==> config.mk <==
export PLATFORM = sky130hd
export DESIGN_NAME = motor_arm_sequencer
export DESIGN_NICKNAME = d
export VERILOG_FILES = /design/src/rtl/motor_arm_sequencer.sv
export SDC_FILE = /design/constraint.sdc
export NUM_CORES = 1
export LEC_CHECK = 0
export CORE_MARGIN = 3
export CORE_UTILIZATION = 28
export DETAILED_ROUTE_END_ITERATION = 10
export PLACE_DENSITY = 0.5
export SYNTH_ARGS = -nofsm -noshare
export SYNTH_HDL_FRONTEND = slang
export SYNTH_SLANG_ARGS = --single-unit
==> constraint.sdc <==
create_clock -name clk -period 4.3 [get_ports clk]
set_input_delay 0.86 -clock clk [delete_from_list [all_inputs] [get_ports clk]]
set_output_delay 0.86 -clock clk [all_outputs]
set_load 0.03 [all_outputs]
==> src/rtl/motor_arm_sequencer.sv <==
// motor_arm_sequencer
// Sequences the quadrotor motor stage through DISARMED, ARM_WAIT, SPINUP,
// FLY, SPINDOWN and KILL. It ramps a shared base duty toward the pilot
// throttle and generates four PWM outputs for the ESC pins. A motor whose
// trim bit is set gets a fixed extra duty while the craft is airborne.
// All status outputs are decoded from registered state only.

module motor_arm_sequencer #(
    parameter int PWM_BITS   = 8,
    parameter int ARM_HOLD   = 1000,
    parameter int RAMP_DIV   = 256,
    parameter int RAMP_STEP  = 1,
    parameter int IDLE_DUTY  = 32,
    parameter int TRIM_BOOST = 16
) (
    input  logic                clk,
    input  logic                reset,
    input  logic                arm_req,
    input  logic                level_ok,
    input  logic                gyro_fault,
    input  logic [PWM_BITS-1:0] throttle,
    input  logic [3:0]          trim,
    output logic [3:0]          pwm_out,
    output logic [PWM_BITS-1:0] base_duty,
    output logic [2:0]          state_o,
    output logic                takeoff,
    output logic                landing,
    output logic                fault_latched
);

    // ------------------------------------------------------------------
    // Constants
    // ------------------------------------------------------------------
    localparam int HOLD_W  = (ARM_HOLD > 1) ? $clog2(ARM_HOLD) : 1;
    localparam int PRESC_W = (RAMP_DIV > 1) ? $clog2(RAMP_DIV) : 1;

    localparam logic [HOLD_W-1:0]   HOLD_LAST  = HOLD_W'(ARM_HOLD - 1);
    localparam logic [PRESC_W-1:0]  PRESC_LAST = PRESC_W'(RAMP_DIV - 1);
    localparam logic [PWM_BITS-1:0] DUTY_MAX   = '1;
    localparam logic [PWM_BITS-1:0] IDLE_D     = PWM_BITS'(IDLE_DUTY);
    localparam logic [PWM_BITS-1:0] STEP_D     = PWM_BITS'(RAMP_STEP);
    localparam logic [PWM_BITS:0]   BOOST_D    = (PWM_BITS + 1)'(TRIM_BOOST);

    typedef enum logic [2:0] {
        S_DISARMED = 3'd0,
        S_ARM_WAIT = 3'd1,
        S_SPINUP   = 3'd2,
        S_FLY      = 3'd3,
        S_SPINDOWN = 3'd4,
        S_KILL     = 3'd5
    } state_t;

    // ------------------------------------------------------------------
    // Registers and wires
    // ------------------------------------------------------------------
    state_t                r_state;
    state_t                w_next_state;
    logic [HOLD_W-1:0]     r_hold_cnt;
    logic [PRESC_W-1:0]    r_presc;
    logic [PWM_BITS-1:0]   r_base_duty;
    logic [PWM_BITS-1:0]   w_base_next;
    logic [PWM_BITS-1:0]   r_pwm_cnt;
    logic [PWM_BITS-1:0]   r_dlat [4];
    logic [3:0]            r_pwm_out;

    logic                  w_tick;
    logic                  w_state_change;
    logic [PWM_BITS-1:0]   w_target;
    logic [PWM_BITS:0]     w_up_sum;
    logic [PWM_BITS-1:0]   w_ramp_up;
    logic [PWM_BITS-1:0]   w_ramp_dn_tgt;
    logic [PWM_BITS-1:0]   w_ramp_dn_zero;
    logic                  w_boost_en;
    logic                  w_pwm_en_next;
    logic [PWM_BITS:0]     w_duty_sum [4];
    logic [PWM_BITS-1:0]   w_duty [4];
    logic                  w_takeoff;
    logic                  w_landing;
    logic                  w_fault_latched;

    // ------------------------------------------------------------------
    // Ramp arithmetic
    // ------------------------------------------------------------------
    // Flight target never drops below the idle floor.
    assign w_target = (throttle > IDLE_D) ? throttle : IDLE_D;

    // One extra bit so base + step cannot wrap before the clamp.
    assign w_up_sum  = {1'b0, r_base_duty} + {1'b0, STEP_D};
    assign w_ramp_up = (w_up_sum >= {1'b0, w_target}) ? w_target
                                                        : w_up_sum[PWM_BITS-1:0];

    // Step down toward target without passing it.
    assign w_ramp_dn_tgt = ({1'b0, r_base_duty} >= ({1'b0, w_target} + {1'b0, STEP_D}))
                           ? (r_base_duty - STEP_D) : w_target;

    // Step down toward zero without wrapping.
    assign w_ramp_dn_zero = (r_base_duty >= STEP_D) ? (r_base_duty - STEP_D) : '0;

    assign w_tick         = (r_presc == PRESC_LAST);
    assign w_state_change = (w_next_state != r_state);

    // ------------------------------------------------------------------
    // FSM process 1: state register
    // ------------------------------------------------------------------
    // Hold the current sequencer state.
    always_ff @(posedge clk or negedge reset) begin
        if (!reset) begin
            r_state <= S_DISARMED;
        end else begin
            // NOTE: sequential state uses non-blocking assignment so every
            // flop samples pre-edge values regardless of block ordering.
            r_state <= w_next_state;
        end
    end

    // ------------------------------------------------------------------
    // FSM process 2: next-state logic
    // ------------------------------------------------------------------
    // Choose the next state; gyro_fault outranks every other exit.
    always_comb begin
        // NOTE: default assignment first so no path leaves the signal
        // unassigned, which would otherwise infer a latch.
        w_next_state = r_state;
        case (r_state)
            S_DISARMED: begin
                if (arm_req && level_ok && !gyro_fault) begin
                    w_next_state = S_ARM_WAIT;
                end
            end
            S_ARM_WAIT: begin
                if (gyro_fault) begin
                    w_next_state = S_KILL;
                end else if (!arm_req || !level_ok) begin
                    w_next_state = S_DISARMED;
                end else if (r_hold_cnt == HOLD_LAST) begin
                    w_next_state = S_SPINUP;
                end
            end
            S_SPINUP: begin
                if (gyro_fault) begin
                    w_next_state = S_KILL;
                end else if (!arm_req) begin
                    w_next_state = S_SPINDOWN;
                end else if (r_base_duty == w_target) begin
                    w_next_state = S_FLY;
                end
            end
            S_FLY: begin
                if (gyro_fault) begin
                    w_next_state = S_KILL;
                end else if (!arm_req) begin
                    w_next_state = S_SPINDOWN;
                end
            end
            S_SPINDOWN: begin
                // arm_req is deliberately ignored: spin-down always completes.
                if (gyro_fault) begin
                    w_next_state = S_KILL;
                end else if (r_base_duty == '0) begin
                    w_next_state = S_DISARMED;
                end
            end
            S_KILL: begin
                if (!arm_req && !gyro_fault) begin
                    w_next_state = S_DISARMED;
                end
            end
            default: begin
                w_next_state = S_DISARMED;
            end
        endcase
    end

    // ------------------------------------------------------------------
    // FSM process 3: output decode
    // ------------------------------------------------------------------
    // Decode status flags from the registered state only.
    always_comb begin
        w_takeoff       = (r_state == S_SPINUP) || (r_state == S_FLY);
        w_landing       = !w_takeoff;
        w_fault_latched = (r_state == S_KILL);
    end

    // ------------------------------------------------------------------
    // Arm hold counter and ramp prescaler
    // ------------------------------------------------------------------
    // Count cycles spent in ARM_WAIT; zero everywhere else.
    always_ff @(posedge clk or negedge reset) begin
        if (!reset) begin
            r_hold_cnt <= '0;
        end else if (r_state == S_ARM_WAIT) begin
            r_hold_cnt <= r_hold_cnt + HOLD_W'(1);
        end else begin
            r_hold_cnt <= '0;
        end
    end

    // Divide the clock into ramp ticks, restarting on every state entry.
    always_ff @(posedge clk or negedge reset) begin
        if (!reset) begin
            r_presc <= '0;
        end else if (w_state_change || w_tick) begin
            r_presc <= '0;
        end else begin
            r_presc <= r_presc + PRESC_W'(1);
        end
    end

    // ------------------------------------------------------------------
    // Base duty ramp
    // ------------------------------------------------------------------
    // Compute the next base duty from the current state and ramp tick.
    always_comb begin
        w_base_next = r_base_duty;
        case (r_state)
            S_SPINUP: begin
                if (w_tick) begin
                    w_base_next = w_ramp_up;
                end
            end
            S_FLY: begin
                if (w_tick) begin
                    if (r_base_duty < w_target) begin
                        w_base_next = w_ramp_up;
                    end else if (r_base_duty > w_target) begin
                        w_base_next = w_ramp_dn_tgt;
                    end
                end
            end
            S_SPINDOWN: begin
                if (w_tick) begin
                    w_base_next = w_ramp_dn_zero;
                end
            end
            default: begin
                w_base_next = '0;
            end
        endcase

        // Entry overrides: spin-up starts at idle, KILL/DISARMED hold zero.
        if ((w_next_state == S_KILL) || (w_next_state == S_DISARMED)) begin
            w_base_next = '0;
        end else if ((r_state == S_ARM_WAIT) && (w_next_state == S_SPINUP)) begin
            w_base_next = IDLE_D;
        end
    end

    // Register the base duty.
    always_ff @(posedge clk or negedge reset) begin
        if (!reset) begin
            r_base_duty <= '0;
        end else begin
            r_base_duty <= w_base_next;
        end
    end

    // ------------------------------------------------------------------
    // PWM generation
    // ------------------------------------------------------------------
    assign w_boost_en    = (r_state == S_SPINUP) || (r_state == S_FLY);
    // Gate on the next state so pwm_out drops in the same cycle state_o
    // enters KILL or DISARMED, not at the end of the PWM period.
    assign w_pwm_en_next = (w_next_state == S_SPINUP) || (w_next_state == S_FLY) ||
                           (w_next_state == S_SPINDOWN);

    // Free-running PWM period counter.
    always_ff @(posedge clk or negedge reset) begin
        if (!reset) begin
            r_pwm_cnt <= '0;
        end else begin
            r_pwm_cnt <= r_pwm_cnt + PWM_BITS'(1);
        end
    end

    // Per-motor duty: base plus optional trim boost, saturated at full scale.
    always_comb begin
        for (int i = 0; i < 4; i++) begin
            w_duty_sum[i] = {1'b0, r_base_duty} + ((trim[i] && w_boost_en) ? BOOST_D : '0);
            w_duty[i]     = w_duty_sum[i][PWM_BITS] ? DUTY_MAX : w_duty_sum[i][PWM_BITS-1:0];
        end
    end

    // Latch duties only at the period end so each PWM period is glitch-free.
    always_ff @(posedge clk or negedge reset) begin
        if (!reset) begin
            // NOTE: this small duty bank is reset like ordinary flops so the
            // first PWM period after reset is defined; it is not a RAM.
            for (int i = 0; i < 4; i++) begin
                r_dlat[i] <= '0;
            end
        end else if (r_pwm_cnt == DUTY_MAX) begin
            for (int i = 0; i < 4; i++) begin
                r_dlat[i] <= w_duty[i];
            end
        end
    end

    // Registered PWM compare, forced low outside the motor-running states.
    always_ff @(posedge clk or negedge reset) begin
        if (!reset) begin
            r_pwm_out <= '0;
        end else begin
            for (int i = 0; i < 4; i++) begin
                r_pwm_out[i] <= w_pwm_en_next && (r_pwm_cnt < r_dlat[i]);
            end
        end
    end

    // ------------------------------------------------------------------
    // Outputs
    // ------------------------------------------------------------------
    assign pwm_out       = r_pwm_out;
    assign base_duty     = r_base_duty;
    assign state_o       = r_state;
    assign takeoff       = w_takeoff;
    assign landing       = w_landing;
    assign fault_latched = w_fault_latched;

endmodule

Word level (Yosys, flattened, before mapping) --
Cells that the tools add are included.
Cells by class: $add $sub $neg 10, $mul 0, div/mod/pow operators 0, order comparisons 10, equality and inequality tests 18, shift operators 0, multiplexer cells 35, bitwise operators 0, reductions and logical operators 26
Operators by type and width (number):
- $mux 8 | 16
- $lt 8x8->1 | 5
- $add 8x5->9 | 4
- $mux 3 | 12
- $pmux 8 s3 | 1
- $mux 5 | 4
- $add 8x1->9 const B | 2
- $pmux 3 s6 | 1
- $add 8x1->8 const B | 2
- $eq 8x8->1 const B | 2
- $eq 3x2->1 const B | 4
- $eq 3x3->1 const B | 4
- $logic_and 1x1->1 | 12
- $add 10x1->10 const B | 1
- $eq 10x10->1 const B | 1
- $mux 10 | 1
- $ge 8x9->1 | 1
- $ge 9x8->1 | 1
- $eq 8x8->1 | 1
- $ge 8x1->1 const B | 1
- $gt 8x6->1 const B | 1
- $gt 8x8->1 | 1
- $logic_not 8->1 | 1
- $ne 4x2->1 const B | 2
- 9 further kinds | 18
Word-level totals: register bits after elaboration 73, latch bits 0, bits in writable memories 0, memory bits (read-only) 0, bits of input ports 17, memories kept 0

Longest topological paths before layout --
Gate-level depths: netlist of run 1.
depth after elaboration 11, gate-level depth with buffers 16, depth with buffers taken out 15

Worst setup path before layout of run 1 --
Ideal clock, no wire load.
kind input port to flip-flop, start point input port throttle[6], end point register r_base_duty[7], in the netlist base_duty[7], data arrival time 3.598 ns, path slack 0.576 ns, stages 16, cell sequence or3_1 > clkbuf_1 > nand2_1 > inv_1 > ha_1 > nand3_1 > nor2_1 > xnor2_1 > ha_1 > a211oi_1 > nand3_1 > a31oi_1 > o31ai_2 > a32oi_1 > o21ai_0 > a221o_1
Between the ends: cells in the longest elaborated chain, start to end 11, elaborated cells on any way between the ends 31, classes of those cells add/sub (1); order compare (5); eq/ne (7); mux (14); reduce/logical (4)
Ends and longest elaborated chain:
- from (decl) | line 21 | input logic [PWM_BITS-1:0] throttle,
- $gt 8x6->1 | line 85 | assign w_target = (throttle > IDLE_D) ? throttle : IDLE_D;
- $mux 8 * | line 85
- $add 8x1->9 / $eq 8x8->1 (equally long branches) | line 93, 144
- $ge 8x9->1 / $mux 3 (equally long branches) | line 93, 144
- $mux 8 / $mux 3 (equally long branches) | line 94, 142
- $mux 8 / $mux 3 (equally long branches) | line 225, 140
- $mux 8 / $pmux 3 s6 (equally long branches) | line 223, 124
- $mux 8, or another cell as far along | line 222 | if (w_tick) begin
- $pmux 8 s3, or another cell as far along | line 215 | case (r_state)
- $mux 8, or another cell as far along | line 243 | end else if ((r_state == S_ARM_WAIT) && (w_next_state == S_SPINUP)) begin
- $mux 8 / $reduce_and 4->1 (equally long branches)
- to (signal assigned) | line 253 | r_base_duty <= w_base_next;
- to (decl) | line 60 | logic [PWM_BITS-1:0] r_base_duty;
Mark *: on every way between the ends. The rest lies on a longest branch, timed or not. The select of a mux whose other input is x is not followed. A chain may end at the register's enable or synchronous reset.

Final worst setup path of run 1 --
Same ends and word-level chain as after synthesis.

==> Implementation_results.wiki, run 1 <==
{| class="wikitable"
! Metric !! Value
|-
| Result of the run || complete, no violations
|-
| Primary flip-flop cell chosen by synthesis mapping || sky130_fd_sc_hd__dfrtp_1
|-
| Clock period minus final worst setup slack || 4.04 ns
|-
| Proportion of register bits with asynchronous set or reset after synthesis || 100%
|-
| Worst path arrival time || 4.32 ns
|-
| Routed wire per std cell || 16.1 um
|-
| Worst hold slack || 0.490 ns
|-
| First-iteration detailed-routing DRC count || 316
|-
| Number of nets still failing antenna checks after routing || 0
|-
| Leak pwr || 3.12 nW
|-
| Critical Path Sink Type || flop
|-
| Floorplan die width || 145 um
|-
| Fin nets || 734
|-
| Sequential cell area fraction in the yosys report || 33.7%
|-
| Total routed wirelength || 14700 um
|-
| Transition time at the pin with the least slew margin || 0.979 ns
|-
| Element type at the critical path start || input pin
|-
| Source-to-sink clock delay at the later pin of the worst-skew pair || 0.34 ns
|-
| Top-Level Pins || 35
|-
| Final number of setup-violating endpoints || 0
|-
| Setup repair bufs after CTS || 0
|-
| First-pass DRT Iterations || 5
|-
| Number of hold violations in the final report || 0
|-
| Placeable Area || 18800 um^2
|-
| Total Power Consumption || 2.10 mW
|-
| Tightest slew margin relative to the limit || 34.8%
|-
| Number of synthesized flops with an enable pin || 0
|-
| Count of unresolved DRC violations after routing || 0
|-
| Number of max-slew violations in the final report || 0
|-
| GRT Residual Overflow || 0
|-
| Avg Inst Size Synth || 8.95 um^2
|-
| Top cells by area, synth || sky130_fd_sc_hd__dfrtp_1 (34%), sky130_fd_sc_hd__ha_1 (16%), sky130_fd_sc_hd__o21ai_0 (5.7%)
|-
| Global Route Usage Sum || 14.2%
|-
| Most common library cell in the layout ignoring fill and taps || sky130_fd_sc_hd__dfrtp_1
|-
| Setup repair after global routing missed its margin || no
|-
| Pwr per Cell Area || 328 nW/um^2
|-
| Worst setup slack after layout || 0.257 ns
|-
| Top library cells by usage in the layout, fill and taps aside || sky130_fd_sc_hd__dfrtp_1 (73), sky130_fd_sc_hd__ha_1 (68), sky130_fd_sc_hd__o21ai_0 (62), sky130_fd_sc_hd__nor2_1 (51), sky130_fd_sc_hd__inv_1 (43)
|-
| PostCTS Resize Cnt || 0
|-
| Initial antenna violation count || 0
|-
| Maximum single-stage delay on the critical path || 0.46 ns
|-
| Synthesized Nets || 690
|-
| Top fanout value on the critical path || 5
|-
| Number of global-route vias before repair || 4619
|-
| Maximum Capacitance Violations || 0
|-
| Clock tree from TritonCTS || yes
|-
| Height of the chip || 145 um
|-
| Clock root buffer || sky130_fd_sc_hd__clkbuf_16
|-
| Layout overhead on the synthesized area || 18.3%
|-
| Initial Util || 28.8%
|-
| Pin count of the biggest net entering global routing || 74
|-
| Antenna fix cells || 0
|-
| Routed vias/inst || 4.98
|-
| Part of the cycle the worst path needs || 94.0%
|-
| Total number of vias || 4545
|-
| Number of hold buffers added after cts || 0
|-
| Worst slack at placement || -0.0544 ns
|-
| Highest clock rate || 247 MHz
|-
| Count of distinct cell types in the synthesized netlist || 65
|-
| Number of clock sinks seen by CTS || 73
|-
| Category of the critical setup timing path || in -> reg
|-
| Fraction of final layout cells sized beyond drive strength 1 || 8.58%
|-
| Number of warnings issued by yosys || 0
|-
| Clock buffers created by TritonCTS || 9
|-
| Cells along the critical path || clkdlybuf4s50_1, or3_1, nand2_1, inv_1, ha_1, nand3_1, nor2_1, xnor2_1, ha_1, a211oi_1, nand3_1, a31oi_1, nor2_1, o22a_1, o21ai_0, a221o_1
|-
| Buffer levels on the longest clock path || 2
|-
| Worst setup skew after layout || 0.00774 ns
|-
| Peak supply drop || 0.000207 V
|-
| Count of input and output buffers || 34
|-
| Area fraction of the dominant cell type after synthesis || 33.7%
|-
| Half-perimeter wire length after detailed placement || 10600 um
|-
| Global placer's final weighted congestion || 0.868
|-
| Area of the die || 21100 um^2
|-
| Syn Inst Count || 605
|-
| Global-route wire length before repair || 24400 um
|-
| Number of levels in the clock H-tree || 3
|-
| Endpoint required time on the critical path || 4.58 ns
|-
| Count of state elements after synthesis || 73
|-
| Clock input transition at the sequential cells of the worst setup and hold paths || 0.06 ns
|-
| Netlist area before placement || 5420 um^2
|-
| Standard cell with the maximum stage delay on the critical path || sky130_fd_sc_hd__or3_1
|-
| Standard-cell rows || 50
|-
| Path category of the worst min-delay check || reg -> reg
|-
| Cell type with the highest aggregate area in the netlist || sky130_fd_sc_hd__dfrtp_1
|}
## power by group
part	switching, mW	leakage [nW]	internal (mW)	total (mW)
Clock	0.308	0.128	0.389	0.697
Combinational	0.370	2.14	0.240	0.610
Sequential	0.0634	0.850	0.733	0.796
## cells by family (layout without fill, tap and decap cells)
kind of cell               after synthesis  after routing  synth area share, %
xor gates and xnor gates                35             35                 5.66
and+or+nand+nor                        198            198                 18.8
adders and majority gates               68             68                 15.7
AOI/OAI and AO/OA                      153            153                 19.1
muxes                                   11             11                 2.15
DFF                                     73             73                 33.7
buffers and inverters                   67            115                 4.87
## layout make-up
cell class,instances,area [um^2]
Multi-Input combinational cell,465,3330
Timing Repair Buffer,55,495
Inverter,45,169
Fill cell,1945,12400
Tap cell,260,325
Clock inverter,6,42.5
Sequential cell,73,1830
Clock buffer,9,225
## layer usage
metal  GRT usage (%)  wire (um)
met1            20.3       7270
met5               0          0
met3            2.62        637
met4            4.42        182
met2            21.9       6600
## synthesized netlist by cell type (all sizes together) (6+ instances only)
cell and instances:
a21oi 12, a211oi 15, buf 7, ha 68, dfrtp 73, nor3 11, mux2i 9, xor2 17
nand2 39, inv 45, o21ai 67, clkbuf 15, nand4 7, and3 18, nor2 51, xnor2 18
and2 9, a21o 15, nand2b 9, a32oi 6, nand3 29
## critical path: cells and delay by family
family / cells / cell delay [ns]
buffers and inverters: 2 / 0.51
XOR/XNOR: 1 / 0.12
AO/OA/AOI/OAI: 5 / 1.19
adder cells (fa/ha/maj): 2 / 0.53
AND/OR/NAND/NOR: 6 / 1.09
## registers in the layout, indices dropped and copies added (netlist names)
signal      count
base_duty       8
pwm_out         4
r_dlat         32
r_hold_cnt     10
r_presc         8
r_pwm_cnt       8
state_o         3
## per-stage QoR
step | cell area [um^2] | setup TNS (ns) | instances | utilization [%]
after floorplan | 5420 | 0 | 605 | -
after global placement | 6140 | 0 | 898 | 32.6
after detailed placement | 6140 | -0.0661 | 898 | 32.6
after CTS | 6410 | 0 | 913 | 34.0
after global routing | 6410 | 0 | 913 | 34.0
final | 6410 | 0 | 913 | 34.0
## final timing paths
kind / from / cells past startpoint / to / slack [ns]
worst max-delay path: throttle[6] / 16 / base_duty[7] / 0.26
min in group asynchronous: reset / 1 / r_presc[2] / 0.69
worst min-delay path: r_hold_cnt[0] / 1 / r_hold_cnt[0] / 0.49
max in group asynchronous: reset / 1 / r_dlat[16] / 2.99
worst max register to register: base_duty[1] / 10 / base_duty[7] / 0.73
worst min register to register: r_hold_cnt[0] / 1 / r_hold_cnt[0] / 0.49
Power figures use the tool's default switching activity.
==> run 2, diff against run 1 <==
--- a/config.mk
+++ b/config.mk
@@ -8,7 +8,9 @@
 export CORE_MARGIN = 3
 export CORE_UTILIZATION = 28
 export DETAILED_ROUTE_END_ITERATION = 10
-export PLACE_DENSITY = 0.5
+export DONT_BUFFER_PORTS = 1
+export PLACE_DENSITY = 0.47
+export SKIP_CTS_REPAIR_TIMING = 1
 export SYNTH_ARGS = -nofsm -noshare
 export SYNTH_HDL_FRONTEND = slang
 export SYNTH_SLANG_ARGS = --single-unit
==> Implementation_results.wiki, run 2 (synthesis results as in run 1) <==
{| class="wikitable"
! Metric !! Value
|-
| Result of the run || complete, no violations (unchanged)
|-
| Maximum single-stage delay on the critical path || 0.46 ns (about the same)
|-
| Path category of the worst min-delay check || in -> async (was reg -> reg)
|-
| Share of total power in combinational logic || 21.0% (was 29.0%)
|-
| Peak supply drop || 0.000179 V (was 0.000207 V)
|-
| Transition time at the pin with the least slew margin || 0.896 ns (was 0.979 ns)
|-
| Number of levels in the clock H-tree || 3 (unchanged)
|-
| Leak pwr || 2.96 nW (was 3.12 nW)
|-
| Most flop-heavy register || r_dlat (unchanged)
|-
| Source-to-sink clock delay at the later pin of the worst-skew pair || 0.35 ns (was 0.34 ns)
|-
| Routed wire per std cell || 16.8 um (was 16.1 um)
|-
| Minimum setup slack among reg-to-reg paths || 0.83 ns (was 0.73 ns)
|-
| Global Route Usage Sum || 14.2% (about the same)
|-
| Category of the critical setup timing path || in -> reg (unchanged)
|-
| First-iteration detailed-routing DRC count || 409 (was 316)
|-
| Layout overhead on the synthesized area || 11.4% (was 18.3%)
|-
| Area of the die || 21100 um^2 (unchanged)
|-
| Worst path arrival time || 3.99 ns (was 4.32 ns)
|-
| Clock root buffer || sky130_fd_sc_hd__clkbuf_16 (unchanged)
|-
| Total Power Consumption || 2.08 mW (was 2.10 mW)
|-
| Sw frac || 35.1% (was 35.2%)
|-
| Placeable Area || 18800 um^2 (unchanged)
|-
| First-pass DRT Iterations || 5 (unchanged)
|-
| Buffer levels on the longest clock path || 2 (unchanged)
|-
| Number of clock sinks seen by CTS || 73 (unchanged)
|-
| Clk pwr share || 37.6% (was 33.1%)
|-
| Total number of vias || 4410 (was 4545)
|-
| Highest clock rate || 266 MHz (was 247 MHz)
|-
| Critical Path Sink Type || flop (unchanged)
|-
| Half-perimeter wire length after detailed placement || 10500 um (was 10600 um)
|-
| Number of cells traversed by the worst register-to-register path || 9 (was 10)
|-
| Top-Level Pins || 35 (unchanged)
|-
| Number of flip-flops in the largest register || 32 (unchanged)
|-
| Tightest slew margin relative to the limit || 40.3% (was 34.8%)
|-
| Clock tree from TritonCTS || yes (unchanged)
|-
| Maximum Capacitance Violations || 0 (unchanged)
|-
| Largest registers ranked by flip-flop count || r_dlat x32, r_hold_cnt x10 (unchanged)
|-
| Part of the total power dissipated in sequential elements || 41.4% (was 37.9%)
|-
| Number of hold violations in the final report || 0 (unchanged)
|-
| Clock buffers created by TritonCTS || 9 (unchanged)
|-
| Fin nets || 690 (was 734)
|-
| Family with the most delay on the worst path || compound AO/OA/AOI/OAI gates (unchanged)
|-
| Count of unresolved DRC violations after routing || 0 (unchanged)
|-
| Worst setup skew after layout || 0.00642 ns (was 0.00774 ns)
|-
| Element type at the critical path start || input pin (unchanged)
|-
| Top library cells by usage in the layout, fill and taps aside || sky130_fd_sc_hd__dfrtp_1 (73), sky130_fd_sc_hd__ha_1 (68), sky130_fd_sc_hd__o21ai_0 (62), sky130_fd_sc_hd__nor2_1 (51), sky130_fd_sc_hd__inv_1 (43) (unchanged)
|-
| Floorplan die width || 145 um (unchanged)
|-
| Worst hold slack || 0.214 ns (was 0.490 ns)
|-
| Internal Power || 1.35 mW (was 1.36 mW)
|-
| Clock period minus final worst setup slack || 3.76 ns (was 4.04 ns)
|-
| Number of nets still failing antenna checks after routing || 0 (unchanged)
|-
| Number of max-slew violations in the final report || 0 (unchanged)
|-
| Total routed wirelength || 14600 um (was 14700 um)
|-
| Global placer's final weighted congestion || 0.860 (was 0.868)
|-
| Worst path buffer plus inverter count || 1 (was 2)
|-
| Part of the cycle the worst path needs || 87.4% (was 94.0%)
|-
| Setup Total Neg Slack || 0 ns (unchanged)
|-
| Total net switching power || 0.731 mW (was 0.741 mW)
|-
| Worst r2r src || base_duty[5] (was base_duty[1])
|-
| Number of global-route vias before repair || 4235 (was 4619)
|-
| Top fanout value on the critical path || 8 (was 5)
|-
| RR Endpoint || base_duty[7] (unchanged)
|-
| GRT Residual Overflow || 0 (unchanged)
|-
| Setup repair after global routing missed its margin || no (unchanged)
|-
| Pin count of the biggest net entering global routing || 74 (unchanged)
|-
| Standard-cell rows || 50 (unchanged)
|-
| Crit path depth || 15 (was 16)
|-
| Total of fill cells in the finished design || 1975 (was 1945)
|-
| Final number of setup-violating endpoints || 0 (unchanged)
|-
| Pwr per Cell Area || 345 nW/um^2 (was 328 nW/um^2)
|-
| Initial antenna violation count || 2 (was 0)
|-
| Most common library cell in the layout ignoring fill and taps || sky130_fd_sc_hd__dfrtp_1 (unchanged)
|-
| Global-route wire length before repair || 23900 um (was 24400 um)
|-
| Standard cell with the maximum stage delay on the critical path || sky130_fd_sc_hd__or3_1 (unchanged)
|-
| Count of input and output buffers || 0 (was 34)
|-
| Endpoint required time on the critical path || 4.53 ns (was 4.58 ns)
|-
| Height of the chip || 145 um (unchanged)
|-
| Fraction of final layout cells sized beyond drive strength 1 || 7.54% (was 8.58%)
|-
| Initial Util || 28.8% (unchanged)
|-
| Routed vias/inst || 5.06 (was 4.98)
|-
| Clock input transition at the sequential cells of the worst setup and hold paths || 0.06 ns (about the same)
|-
| Cells along the critical path || or3_1, nand2_1, inv_1, ha_1, nand3_1, nor2_1, xnor2_1, ha_1, a211oi_1, nand3_1, a31oi_1, o31ai_2, a32oi_1, o21ai_0, a221o_1 (was clkdlybuf4s50_1, or3_1, nand2_1, inv_1, ha_1, nand3_1, nor2_1, xnor2_1, ha_1, a211oi_1, nand3_1, a31oi_1, nor2_1, o22a_1, o21ai_0, a221o_1)
|}
-- run 2: power groups by stage --
stage                     logic, mW  registers [mW]  clock network (mW)
after floorplan               0.344           0.846                   0
after global placement        0.433           0.874                   0
after detailed placement      0.434           0.875                   0
after CTS                     0.436           0.862               0.801
after global routing          0.485           0.871               0.835
final                         0.437           0.861               0.783
-- run 2: final cells by class --
| class | instances | area, um^2 | share of cell area [%] |
|---|---|---|---|
| diodes | 1 | 2.50 | 0.0415 |
| clock buffers | 9 | 225 | 3.73 |
| clock inverters | 7 | 78.8 | 1.31 |
| inverters | 45 | 169 | 2.80 |
| multi-input cells | 465 | 3330 | 55.1 |
| flip-flops and latches | 73 | 1830 | 30.3 |
| well taps | 260 | 325 | 5.39 |
| repair buffers | 11 | 82.6 | 1.37 |
-- run 2: worst max-delay path by stage --
stage | startpoint | to | slack [ns]
after global placement | throttle[6] | base_duty[7] | 0.34
after global routing | throttle[6] | base_duty[7] | 0.35
final | throttle[6] | base_duty[7] | 0.54
after detailed placement | throttle[6] | base_duty[7] | 0.22
after CTS | throttle[6] | base_duty[7] | 0.58
after floorplan | throttle[6] | base_duty[7] | 0.58
-- run 2: worst reg2reg max path, stage by stage (launching register included) --
cell,delay [ns]
sky130_fd_sc_hd__dfrtp_1,0.69
sky130_fd_sc_hd__and3_1,0.36
sky130_fd_sc_hd__xor2_1,0.19
sky130_fd_sc_hd__ha_1,0.26
sky130_fd_sc_hd__a21o_1,0.18
sky130_fd_sc_hd__a221o_1,0.38
sky130_fd_sc_hd__a221oi_2,0.55
sky130_fd_sc_hd__o22a_1,0.33
sky130_fd_sc_hd__o21ai_0,0.10
sky130_fd_sc_hd__a221o_1,0.32
-- run 2: per-stage QoR --
step	cells	util [%]	setup WS, ns	area, um^2
global route	870	32.0	0.352	6030
detailed placement	854	30.4	0.224	5730
global placement	854	30.4	0.338	5730
finish	871	32.1	0.542	6040
floorplan	605	-	0.576	5420
CTS	870	32.0	0.582	6030
-- run 2: per-layer routing --
layer | track usage [%] | part of all wire, %
met1 | 20.6 | 50
met2 | 20.5 | 43
met3 | 3.44 | 5.4
met4 | 4.75 | 2.0
met5 | 0 | 0.062
